### src/rtl/ipsl_pcie_tlp_pkg.sv
// TLP field codes, completion status codes, header bit positions and the
// DW byte-swap helper shared by the config completer and initiator logic.
package ipsl_pcie_tlp_pkg;

    // fmt codes for 3-DW headers
    localparam logic [2:0] FMT_NODATA = 3'b000;
    localparam logic [2:0] FMT_DATA   = 3'b010;

    // type codes
    localparam logic [4:0] TYPE_CFG0  = 5'b00100;
    localparam logic [4:0] TYPE_CFG1  = 5'b00101;
    localparam logic [4:0] TYPE_CPL   = 5'b01010;

    // completion status codes
    localparam logic [2:0] CPL_SC     = 3'b000;
    localparam logic [2:0] CPL_UR     = 3'b001;

    // request header field LSB positions inside the 128-bit header beat
    localparam int FMT_LSB    = 29;
    localparam int TYPE_LSB   = 24;
    localparam int LEN_LSB    = 0;
    localparam int REQID_LSB  = 48;
    localparam int TAG_LSB    = 40;
    localparam int FBE_LSB    = 32;
    localparam int REGNUM_LSB = 66;

    // The core presents payload DWs big-endian; swap bytes 0<->3 and 1<->2.
    function automatic logic [31:0] bswap32(input logic [31:0] d);
        return {d[7:0], d[15:8], d[23:16], d[31:24]};
    endfunction

endpackage

### src/rtl/ipsl_pcie_cpl_hdr_gen.sv
// Combinational builder for a 3-DW Cpl/CplD header in the 128-bit beat layout.
module ipsl_pcie_cpl_hdr_gen
    import ipsl_pcie_tlp_pkg::*;
(
    input  logic [15:0]  completer_id_i,
    input  logic [2:0]   status_i,
    input  logic [15:0]  req_id_i,
    input  logic [7:0]   tag_i,
    input  logic [11:0]  byte_cnt_i,
    input  logic         with_data_i,
    output logic [127:0] hdr_o
);

    // DW0: fmt, type, length 1
    assign hdr_o[31:0]   = {(with_data_i ? FMT_DATA : FMT_NODATA), TYPE_CPL, 14'h0, 10'd1};
    // DW1: completer ID, status, BCM=0, byte count
    assign hdr_o[63:32]  = {completer_id_i, status_i, 1'b0, byte_cnt_i};
    // DW2: requester ID, tag, reserved bit, lower address 0
    assign hdr_o[95:64]  = {req_id_i, tag_i, 1'b0, 7'h00};
    // DW3 unused in a 3-DW header
    assign hdr_o[127:96] = 32'h0;

endmodule

### src/rtl/ipsl_pcie_cfg_responder.sv
// Completer for CfgRd0/CfgWr0 TLPs: performs single-DW accesses on a local
// register space and returns Cpl/CplD, answering CfgRd1/CfgWr1 and
// malformed type-0 requests with UR completions.
module ipsl_pcie_cfg_responder
    import ipsl_pcie_tlp_pkg::*;
#(
    parameter logic [11:0] CPL_BYTE_CNT = 12'd4
) (
    input  logic         pclk_div2,
    input  logic         apb_rst_n,
    input  logic [15:0]  completer_id,
    input  logic         axis_master_tvalid,
    input  logic         axis_master_tlast,
    input  logic [3:0]   axis_master_tkeep,
    input  logic [127:0] axis_master_tdata,
    output logic         axis_master_tready,
    input  logic         axis_slave_tready,
    output logic         axis_slave_tvalid,
    output logic         axis_slave_tlast,
    output logic         axis_slave_tuser,
    output logic [127:0] axis_slave_tdata,
    output logic [9:0]   cfg_reg_addr,
    output logic [3:0]   cfg_reg_be,
    output logic         cfg_reg_wr,
    output logic         cfg_reg_rd,
    output logic [31:0]  cfg_reg_wdata,
    input  logic [31:0]  cfg_reg_rdata,
    output logic [7:0]   ur_cnt
);

    localparam logic [3:0] S_IDLE    = 4'd0;
    localparam logic [3:0] S_WDAT    = 4'd1;
    localparam logic [3:0] S_WR      = 4'd2;
    localparam logic [3:0] S_RD      = 4'd3;
    localparam logic [3:0] S_RCAP    = 4'd4;
    localparam logic [3:0] S_UR_WAIT = 4'd5;
    localparam logic [3:0] S_DROP    = 4'd6;
    localparam logic [3:0] S_CPL     = 4'd7;
    localparam logic [3:0] S_CPLD_H  = 4'd8;
    localparam logic [3:0] S_CPLD_D  = 4'd9;

    logic [3:0]   state_q,  state_d;
    logic [9:0]   addr_q,   addr_d;
    logic [3:0]   be_q,     be_d;
    logic [31:0]  wdata_q,  wdata_d;
    logic [31:0]  rdata_q,  rdata_d;
    logic [15:0]  req_id_q, req_id_d;
    logic [7:0]   tag_q,    tag_d;
    logic [2:0]   status_q, status_d;
    logic [7:0]   ur_cnt_q, ur_cnt_d;
    logic         ur_inc;

    // Header field decode of the current RX beat
    logic [2:0]   hdr_fmt;
    logic [4:0]   hdr_type;
    logic [9:0]   hdr_len;
    logic [15:0]  hdr_req_id;
    logic [7:0]   hdr_tag;
    logic [3:0]   hdr_fbe;
    logic [9:0]   hdr_reg_num;
    logic         hdr_cfg0, hdr_len_one;
    logic         hdr_is_rd, hdr_is_wr, hdr_is_ur;
    logic         rx_hs, tx_hs;
    logic         accept_state;
    logic [127:0] cpl_hdr;

    assign hdr_fmt     = axis_master_tdata[FMT_LSB +: 3];
    assign hdr_type    = axis_master_tdata[TYPE_LSB +: 5];
    assign hdr_len     = axis_master_tdata[LEN_LSB +: 10];
    assign hdr_req_id  = axis_master_tdata[REQID_LSB +: 16];
    assign hdr_tag     = axis_master_tdata[TAG_LSB +: 8];
    assign hdr_fbe     = axis_master_tdata[FBE_LSB +: 4];
    assign hdr_reg_num = axis_master_tdata[REGNUM_LSB +: 10];

    assign hdr_cfg0    = (hdr_type == TYPE_CFG0);
    assign hdr_len_one = (hdr_len == 10'd1);
    assign hdr_is_rd   = hdr_cfg0 && hdr_len_one && (hdr_fmt == FMT_NODATA);
    // A write header that already carries tlast has no data beat: reject as UR.
    assign hdr_is_wr   = hdr_cfg0 && hdr_len_one && (hdr_fmt == FMT_DATA) && !axis_master_tlast;
    assign hdr_is_ur   = (hdr_type == TYPE_CFG1) || (hdr_cfg0 && !hdr_is_rd && !hdr_is_wr);

    // Bits of the RX beat that carry no meaning for this completer
    logic unused_rx;
    assign unused_rx = ^{axis_master_tkeep, axis_master_tdata[127:76], axis_master_tdata[65:64],
                         axis_master_tdata[39:36], axis_master_tdata[23:10]};

    assign accept_state = (state_q == S_IDLE) || (state_q == S_WDAT) ||
                          (state_q == S_UR_WAIT) || (state_q == S_DROP);
    // Held low while reset is asserted so nothing is taken before the FSM is known
    assign axis_master_tready = apb_rst_n && accept_state;
    assign rx_hs = axis_master_tvalid && axis_master_tready;
    assign tx_hs = axis_slave_tvalid && axis_slave_tready;

    ipsl_pcie_cpl_hdr_gen u_cpl_hdr_gen (
        .completer_id_i (completer_id),
        .status_i       (status_q),
        .req_id_i       (req_id_q),
        .tag_i          (tag_q),
        .byte_cnt_i     (CPL_BYTE_CNT),
        .with_data_i    (state_q != S_CPL),
        .hdr_o          (cpl_hdr)
    );

    // Next-state, field capture and UR accounting
    always_comb begin
        state_d  = state_q;
        addr_d   = addr_q;
        be_d     = be_q;
        wdata_d  = wdata_q;
        rdata_d  = rdata_q;
        req_id_d = req_id_q;
        tag_d    = tag_q;
        status_d = status_q;
        ur_inc   = 1'b0;
        case (state_q)
            S_IDLE: begin
                if (rx_hs) begin
                    req_id_d = hdr_req_id;
                    tag_d    = hdr_tag;
                    status_d = hdr_is_ur ? CPL_UR : CPL_SC;
                    // Register address only moves for accesses that will strobe
                    if (hdr_is_rd || hdr_is_wr) begin
                        addr_d = hdr_reg_num;
                        be_d   = hdr_fbe;
                    end
                    if (hdr_is_rd) begin
                        state_d = S_RD;
                    end else if (hdr_is_wr) begin
                        state_d = S_WDAT;
                    end else if (hdr_is_ur) begin
                        if (axis_master_tlast) begin
                            state_d = S_CPL;
                            ur_inc  = 1'b1;
                        end else begin
                            state_d = S_UR_WAIT;
                        end
                    end else if (!axis_master_tlast) begin
                        state_d = S_DROP;
                    end
                end
            end
            S_WDAT: begin
                if (rx_hs) begin
                    wdata_d = bswap32(axis_master_tdata[31:0]);
                    state_d = S_WR;
                end
            end
            S_WR:   state_d = S_CPL;
            S_RD:   state_d = S_RCAP;
            S_RCAP: begin
                rdata_d = cfg_reg_rdata;
                state_d = S_CPLD_H;
            end
            S_UR_WAIT: begin
                if (rx_hs && axis_master_tlast) begin
                    state_d = S_CPL;
                    ur_inc  = 1'b1;
                end
            end
            S_DROP: begin
                if (rx_hs && axis_master_tlast) begin
                    state_d = S_IDLE;
                end
            end
            S_CPL:    if (tx_hs) state_d = S_IDLE;
            S_CPLD_H: if (tx_hs) state_d = S_CPLD_D;
            S_CPLD_D: if (tx_hs) state_d = S_IDLE;
            default:  state_d = S_IDLE;
        endcase
        ur_cnt_d = (ur_inc && (ur_cnt_q != 8'hFF)) ? ur_cnt_q + 8'd1 : ur_cnt_q;
    end

    // State and captured-field registers; reset abandons any completion in flight
    always_ff @(posedge pclk_div2) begin
        if (!apb_rst_n) begin
            state_q  <= S_IDLE;
            addr_q   <= '0;
            be_q     <= '0;
            wdata_q  <= '0;
            rdata_q  <= '0;
            req_id_q <= '0;
            tag_q    <= '0;
            status_q <= CPL_SC;
            ur_cnt_q <= '0;
        end else begin
            state_q  <= state_d;
            addr_q   <= addr_d;
            be_q     <= be_d;
            wdata_q  <= wdata_d;
            rdata_q  <= rdata_d;
            req_id_q <= req_id_d;
            tag_q    <= tag_d;
            status_q <= status_d;
            ur_cnt_q <= ur_cnt_d;
        end
    end

    assign cfg_reg_rd    = (state_q == S_RD);
    assign cfg_reg_wr    = (state_q == S_WR);
    assign cfg_reg_addr  = addr_q;
    assign cfg_reg_be    = be_q;
    assign cfg_reg_wdata = wdata_q;
    assign ur_cnt        = ur_cnt_q;

    // TX beat is a pure function of state, so it holds until handshake
    assign axis_slave_tvalid = (state_q == S_CPL) || (state_q == S_CPLD_H) || (state_q == S_CPLD_D);
    assign axis_slave_tlast  = (state_q == S_CPL) || (state_q == S_CPLD_D);
    assign axis_slave_tuser  = 1'b0;
    assign axis_slave_tdata  = (state_q == S_CPLD_D) ? {96'h0, bswap32(rdata_q)} :
                               ((state_q == S_CPL) || (state_q == S_CPLD_H)) ? cpl_hdr : 128'h0;

endmodule

### config.mk
export PLATFORM = sky130hd
export DESIGN_NAME = ipsl_pcie_cfg_responder
export DESIGN_NICKNAME = d
export VERILOG_FILES = /design/src/rtl/ipsl_pcie_tlp_pkg.sv /design/src/rtl/ipsl_pcie_cpl_hdr_gen.sv /design/src/rtl/ipsl_pcie_cfg_responder.sv
export SDC_FILE = /design/constraint.sdc
export NUM_CORES = 1
export LEC_CHECK = 0
export CORE_AREA = 2 2 144 146
export CTS_BUF_LIST = sky130_fd_sc_hd__clkbuf_8
export DETAILED_ROUTE_END_ITERATION = 8
export DIE_AREA = 0 0 146 148
export PLACE_DENSITY = 0.69
export SLEW_MARGIN = 5
export SYNTH_ARGS = -nofsm -noshare
export SYNTH_HDL_FRONTEND = slang
export SYNTH_SLANG_ARGS = --single-unit
### constraint.sdc
create_clock -name pclk_div2 -period 3.1 [get_ports pclk_div2]
set_input_delay 0.62 -clock pclk_div2 [delete_from_list [all_inputs] [get_ports pclk_div2]]
set_output_delay 0.62 -clock pclk_div2 [all_outputs]
set_load 0.02 [all_outputs]
==> results of run 1 <==
==> flip-flops by register name, indices dropped and copies added, names as in the netlist <==
| register | cells |
|---|---|
| status_q | 1 |
| state_q | 4 |
| cfg_reg_addr | 10 |
| req_id_q | 16 |
| tag_q | 8 |
| ur_cnt | 8 |
| rdata_q | 32 |
| cfg_reg_be | 4 |
| cfg_reg_wdata | 32 |
==> synth_stat cells (2+ instances only) <==
| cell | count | area share |
|---|---|---|
| mux2i_1 | 4 | 0.0074 |
| nor2_1 | 12 | 0.0083 |
| a21oi_1 | 111 | 0.10 |
| nor4b_1 | 2 | 0.0032 |
| nand4b_1 | 3 | 0.0048 |
| nand3_1 | 6 | 0.0055 |
| dfxtp_1 | 115 | 0.42 |
| inv_1 | 2 | 0.0014 |
| o21ai_0 | 4 | 0.0037 |
| buf_6 | 3 | 0.0062 |
| nor3_1 | 6 | 0.0055 |
| nor4_1 | 4 | 0.0046 |
| a21o_1 | 3 | 0.0041 |
| a211oi_1 | 2 | 0.0028 |
| a31o_2 | 3 | 0.0048 |
| clkbuf_1 | 33 | 0.023 |
| buf_2 | 9 | 0.0083 |
| or2_2 | 2 | 0.0023 |
| nand2_1 | 214 | 0.15 |
| buf_4 | 55 | 0.076 |
| nand4_1 | 5 | 0.0058 |
| nor4_2 | 2 | 0.0046 |
| mux2_2 | 2 | 0.0041 |
| nand2b_1 | 5 | 0.0058 |
| or3_1 | 2 | 0.0023 |
| and2_1 | 69 | 0.079 |
==> repair_timing <==
item / 4_1_cts / 5_1_grt
gates resized for setup: 1 / 5
endpoints found under the setup margin: 5 / 62
gates cloned: 0 / 0
==> worst register-to-register path: stages (launching register included) <==
cell and delay (ns):
dfxtp_1 0.35, buf_4 0.21, nor2_1 0.28, nand4_2 0.21
or3_1 0.67, nand2_1 0.16, a21oi_1 0.07
==> power groups by stage <==
| stage | registers (W) | clock network (W) | logic [W] |
|---|---|---|---|
| after floorplan | 0.00173 | 0 | 0.000843 |
| after global placement | 0.00173 | 0 | 0.00133 |
| after detailed placement | 0.00174 | 0 | 0.00134 |
| after CTS | 0.00170 | 0.00173 | 0.00135 |
| after global routing | 0.00173 | 0.00179 | 0.00147 |
| final | 0.00170 | 0.00167 | 0.00134 |
==> path summary, 6_finish.rpt <==
check	start	cells past startpoint	slack [ns]	end
max	state_q[0]	5	0.17	axis_slave_tdata[45]
min reg2reg	rdata_q[17]	2	0.45	rdata_q[17]
max reg2reg	state_q[3]	6	1.02	cfg_reg_addr[7]
min	rdata_q[17]	2	0.45	rdata_q[17]
==> area by class of cell <==
cell class | instances | area (µm²) | area share
sequential | 115 | 2300 | 0.268
clock buffer | 21 | 289 | 0.0336
multi-input combinational | 542 | 2730 | 0.318
tap | 270 | 338 | 0.0393
inverter | 3 | 12.5 | 0.00146
timing repair buffer | 275 | 2740 | 0.319
clock inverter | 10 | 179 | 0.0208
==> layout by cell type (no fill, tap or decap), types with 2 or more instances in the layout <==
master	n
a31o_2	3
nor4_2	2
mux2_2	2
a21oi_1	111
clkbuf_8	21
bufinv_16	5
a21o_1	3
and2_1	69
mux2i_1	4
or2_2	2
nand3_1	6
nand2b_1	5
or3_1	2
clkinv_2	3
clkinvlp_4	2
nor4b_1	2
inv_1	3
dlymetal6s2s_1	3
conb_1	55
nand4_1	5
clkdlybuf4s50_1	252
nor2_1	11
o21ai_0	4
buf_4	17
nand4b_1	3
nor4_1	3
dfxtp_1	114
a211oi_1	2
nor3_1	5
buf_12	2
nand2_1	214
==> cell families after synthesis <==
family                     after synthesis
muxes                                    6
buffers and inverters                  104
adders and majority gates                1
other                                    1
DFF                                    115
xor gates and xnor gates                 2
and+or+nand+nor                        345
AOI/OAI and AO/OA                      133
==> metrics by stage <==
stage          power (W)  instance area [µm²]  instances
6_report         0.00471                 8590       1236
5_1_grt          0.00498                 8590       1236
4_1_cts          0.00479                 8580       1236
3_5_place_dp     0.00308                 8110       1205
3_3_place_gp     0.00306                 8110       1205
2_1_floorplan    0.00258                 5630        761
==> per-layer routing <==
layer | vias to the layer above | GRT usage | share of wire
met5 | - | 0 | 0
met4 | 0 | 0.0442 | 0.013
met3 | 14 | 0.0565 | 0.076
met2 | 183 | 0.255 | 0.49
met1 | 2480 | 0.177 | 0.42
li1 | 2703 | - | -
==> summary.txt, run 1 <==
Die
  – Ports: 373
  – Die W: 146 µm
  – Core ar.: ~0.02 mm²
  – Core Rows: 52
  – Full die area: approximately 0.022 mm²
  – Effective utilization at floorplan: 0.271
  – Die Height: 148 µm

Setup path
  – Delay-heaviest family, CP: buffers and inverters
  – Worst-path maximum fanout: 31
  – Worst-path cell with the longest stage delay: clkdlybuf4s50_1
  – Buf+Inv Stages, Crit Path: 2
  – Worst Path Required: 2.48 ns
  – Setup CP Type: flip-flop to output port
  – Critical Path End Type: output port
  – CP arrival: 2.31 ns
  – Critical Path, Cell by Cell: or2_2, o22ai_2, buf_8, and2_1, clkdlybuf4s50_1
  – Startpoint types: flip-flop
  – Max stage delay on crit path: 0.63 ns

Final layout
  – Share of layout cells above drive strength 1: 0.0745
  – Final Net Count: 1140
  – Post-Route Utilization: 0.429
  – Area Growth Syn to Fin: 58.2%
  – Filler cell count: 2031
  – Antenna Cells: 0

Clocking
  – Clock latency on the worst-skew pair: 0.43 ns
  – CTS tree: done
  – Clock Path Buffers: 2
  – Total setup buffers inserted after CTS: 0
  – Hold-fix buffers, CTS: 0
  – Root buffer cell: clkbuf_8
  – CTS Sinks: 115
  – CTS Buf Count: 17
  – Reg clk slew, reported paths: around 0.07 ns
  – H-tree levels: 4

STA
  – Fin crit period: about 2.9 ns
  – Fmax: 342 MHz
  – Worst-Margin Slew: 0.581 ns
  – Final setup viols: 0
  – TNS Setup: 0 ns
  – Setup WS post-layout: 0.173 ns
  – Final hold violations: 0
  – RSZ-0062 raised after global routing: false
  – Slew Limit Fails: 0
  – Worst slew margin: 0.613
  – Worst hold slack: about 0.45 ns
  – Crit share post-route: 0.944
  – Final setup skew: 0.0115 ns

Power
  – Leakage: 3.16 nW
  – Comb pwr share: 0.284
  – Maximum vdd ir drop: 0.425 mV
  – Clock power share: 0.354
  – Seq pwr share: 0.362
  – Int Power: 0.00324 W
  – Sw Ratio: 0.313
  – Power Density: approximately 550 mW/mm²
  – Sw Pwr: 0.00147 W

Yosys
  – Unique masters post-synth: 55
  – Post-synth EDFFs: 0
  – Sequential area share after synthesis: 0.424
  – Synth warn: 0
  – Mapped Area: 0.00543 mm²
  – Ys flop type: dfxtp_1
  – Async S/R FF share, synth: 0
  – Post-synthesis compound-gate area fraction: 0.136
  – Synthesized area per cell: 7.68 µm²
  – Xor/xnor cell area share of the yosys netlist: 0.00323
  – Largest family of logic cells by synthesized area: simple AND/OR/NAND/NOR gates
  – Area share of fa/ha/maj cells after synthesis: 0.00230
  – Synth Instances: 707
  – Synthesized flop and latch total: 115
  – Post-synthesis mux area share: 0.0115
  – Simple-Gate Fraction of Synth Area: 0.306

Run
  – Max_cap viols: 0

Global routing
  – GR Util All Layers: 0.150
  – Largest net degree at the start of global routing: 52
  – Initial antenna violation count: 0
  – Number of global-route vias before repair: a little under 5000
  – First-pass GRT wire length: 25.9 mm
  – Total gr overflow: 0

Drt
  – Final ANT Viol Nets: 0
  – Via density: 4.35
  – Drt pass-1 iters: 4
  – Initial DRC Count: between 200 and 300
  – Wire per inst: 13.5 µm
  – DRC Markers: 0
  – Via count: about 5400
  – Routed Wire Length: 16.6 mm

Placed design
  – Routability Congestion: 0.808
  – Worst slack at placement: 0.194 ns
  – IO Port Bufs: 255
  – HPWL after DPL: between 10 and 15 mm

Worst hold path
  – Worst hold path type: flip-flop to flip-flop

Status
  – Outcome: finished, final reports clean
No activity file was read; power rests on OpenSTA's default activity.
==> run 2, diff against run 1 <==
Clock period 3.1 ns to 3 ns, I/O delays scaled along.
==> run 2 against run 1 <==
Compared with the run above:
- combinational power rose by 4%
- highest routed layer unchanged
- die area stayed put
- clock skew down 0.0041 ns
- clock power shrank 5%
- non-clock buffer count rose by 1
- final cell count barely moved
- global-route usage grew 0.37 points
- worst setup slack lost 0.034 ns
- wire length rose by 0.31%
==> summary.txt, run 2 (synthesis gave the netlist of run 1 again) <==
Status
  – Outcome: finished, final reports clean

Final layout
  – Post-Route Utilization: 0.429 (about the same)
  – Filler cell count: 2022 (-0.44%)
  – Share of layout cells above drive strength 1: 0.0734 (-0.00111)
  – Filler-free cell count of the finished design: 1237 (+0.081%)
  – Final Net Count: 1141 (+0.088%)
  – Area Growth Syn to Fin: 58.3% (about the same)
  – Commonest non-fill, non-tap cell in the layout: clkdlybuf4s50_1
  – Antenna Cells: 0 (unchanged)
  – Most frequent cells in the layout: clkdlybuf4s50_1, nand2_1, dfxtp_1

Clocking
  – Total setup buffers inserted after CTS: 0 (unchanged)
  – Clock Path Buffers: 2 (unchanged)
  – CTS tree: done
  – Clock latency on the worst-skew pair: 0.43 ns (about the same)
  – Reg clk slew, reported paths: 0.07 ns (about the same)
  – H-tree levels: 4 (unchanged)
  – CTS Sinks: 115 (unchanged)
  – Root buffer cell: clkbuf_8
  – CTS Buf Count: 17 (unchanged)

Global routing
  – First-pass GRT wire length: 26.4 mm (+1.9%)
  – Total gr overflow: 0 (unchanged)
  – Initial antenna violation count: 0 (unchanged)
  – Number of global-route vias before repair: 5000 (+0.64%)
  – GR Util All Layers: 0.154 (+0.00374)
  – Largest net degree at the start of global routing: 56 (+7.7%)

Drt
  – Drt pass-1 iters: 5 (+1)
  – Initial DRC Count: 222 (-16%)
  – Via count: 5339 (-0.76%)
  – Via density: 4.32 (-0.84%)
  – Routed Wire Length: 16.7 mm (+0.31%)
  – Wire per inst: 13.5 µm (+0.23%)
  – Final ANT Viol Nets: 0 (unchanged)
  – DRC Markers: 0 (unchanged)

Run
  – Max_cap viols: 0 (unchanged)

Die
  – Die W: 146 µm (unchanged)
  – Effective utilization at floorplan: 0.271 (unchanged)
  – Ports: 373 (unchanged)
  – Core Rows: 52 (unchanged)
  – Core ar.: 0.0200 mm² (unchanged)
  – Die Height: 148 µm (unchanged)
  – Full die area: 0.0216 mm² (unchanged)

Worst hold path
  – Worst hold path type: flip-flop to flip-flop

STA
  – Worst hold slack: 0.448 ns (+0.0000800 ns)
  – Fmax: 349 MHz
  – Worst-Margin Slew: 0.556 ns (-0.0244 ns)
  – Final setup skew: 0.00741 ns (-0.00410 ns)
  – Crit share post-route: 0.954
  – Final setup viols: 0 (unchanged)
  – Final hold violations: 0 (unchanged)
  – Slew Limit Fails: 0 (unchanged)
  – TNS Setup: 0 ns (unchanged)
  – Fin crit period: 2.86 ns
  – Worst slew margin: 0.629 (+0.0162)
  – RSZ-0062 raised after global routing: false

Placed design
  – IO Port Bufs: 255 (unchanged)
  – HPWL after DPL: 11.8 mm (+0.10%)
  – Routability Congestion: 0.814 (+0.80%)
  – Inst Count DP: 1206 (+0.083%)

Setup path
  – Worst-path maximum fanout: 31 (unchanged)
  – Worst Path Required: 2.40 ns (-0.08 ns)
  – Critical Path End Type: output port
  – CP arrival: 2.26 ns (-0.05 ns)
  – Startpoint types: flip-flop
  – Setup CP Type: flip-flop to output port

Power
  – Pwr Total: 0.00474 W (+0.75%)
  – Maximum vdd ir drop: 0.243 mV (-43%)
  – Power Density: 552 mW/mm² (+0.74%)
  – Leakage: 3.30 nW (+4.2%)
==> run 2: cell count changes in the layout (fill, tap and decap cells not counted), sizes merged <==
cell	before	now
clkinv	3	6
clkdlybuf4s50	252	241
dlymetal6s2s	3	9
dlygate4sd2	0	5
buf	20	21
inv	3	4
clkbuf	21	19
clkinvlp	2	1
bufinv	5	4
==> run 2: stage by stage <==
| stage | worst slack [ns] | cell area [µm²] |
|---|---|---|
| after floorplan | 0.702 | 5630 |
| after global placement | 0.124 | 8140 |
| after detailed placement | 0.120 | 8140 |
| after CTS | -0.00150 | 8560 |
| after global routing | 0.00861 | 8590 |
| final | 0.139 | 8590 |
==> run 2: what timing repair did <==
| item | CTS | global route |
|---|---|---|
| hold buffers | 0 | 0 |
| resized for setup | 6 | 10 |
| endpoints found under the hold margin | 0 | 0 |
| setup endpoints to repair | 8 | 31 |
==> run 2: power breakdown <==
part / switching, W / internal (W)
clock: 0.000651 / 0.000934
combinational: 0.000800 / 0.000601
sequential: 0.0000759 / 0.00168
==> run 2: path summary, 6_finish.rpt <==
kind / slack, ns / endpoint / from / depth (start not counted)
max: 0.14 / axis_slave_tdata[52] / state_q[0] / 5
min: 0.45 / rdata_q[17] / rdata_q[17] / 2
max reg2reg: 0.91 / cfg_reg_addr[7] / state_q[3] / 6
min reg2reg: 0.45 / rdata_q[17] / rdata_q[17] / 2
==> run 2: area by class of cell <==
cell class / count / area, µm² / area share
inverters: 3 / 12.5 / 0.00146
flip-flops and latches: 115 / 2300 / 0.268
repair buffers: 276 / 2780 / 0.323
clock inverters: 12 / 164 / 0.0191
well taps: 270 / 338 / 0.0393
multi-input cells: 542 / 2740 / 0.318
clock buffers: 19 / 262 / 0.0304
==> run 2: worst max-delay path, stage by stage (launching register included) <==
cell	delay, ns
dfxtp_1	0.35
or2_2	0.36
o22ai_4	0.18
buf_12	0.19
and2_1	0.14
clkdlybuf4s50_1	0.60
==> run 2: per-layer routing <==
layer	GRT usage	routed length, µm	vias up
met5	0	0	-
met2	0.258	8190	183
met3	0.0645	1340	8
met4	0.0437	143	0
li1	-	-	2709
met1	0.181	7010	2439
==> run 3, diff against run 2 <==
Settings changed: SLEW_MARGIN 5 to 20.
==> results of run 3 <==
Same layout as run 2: the final DEF is identical, and so are final timing and power.
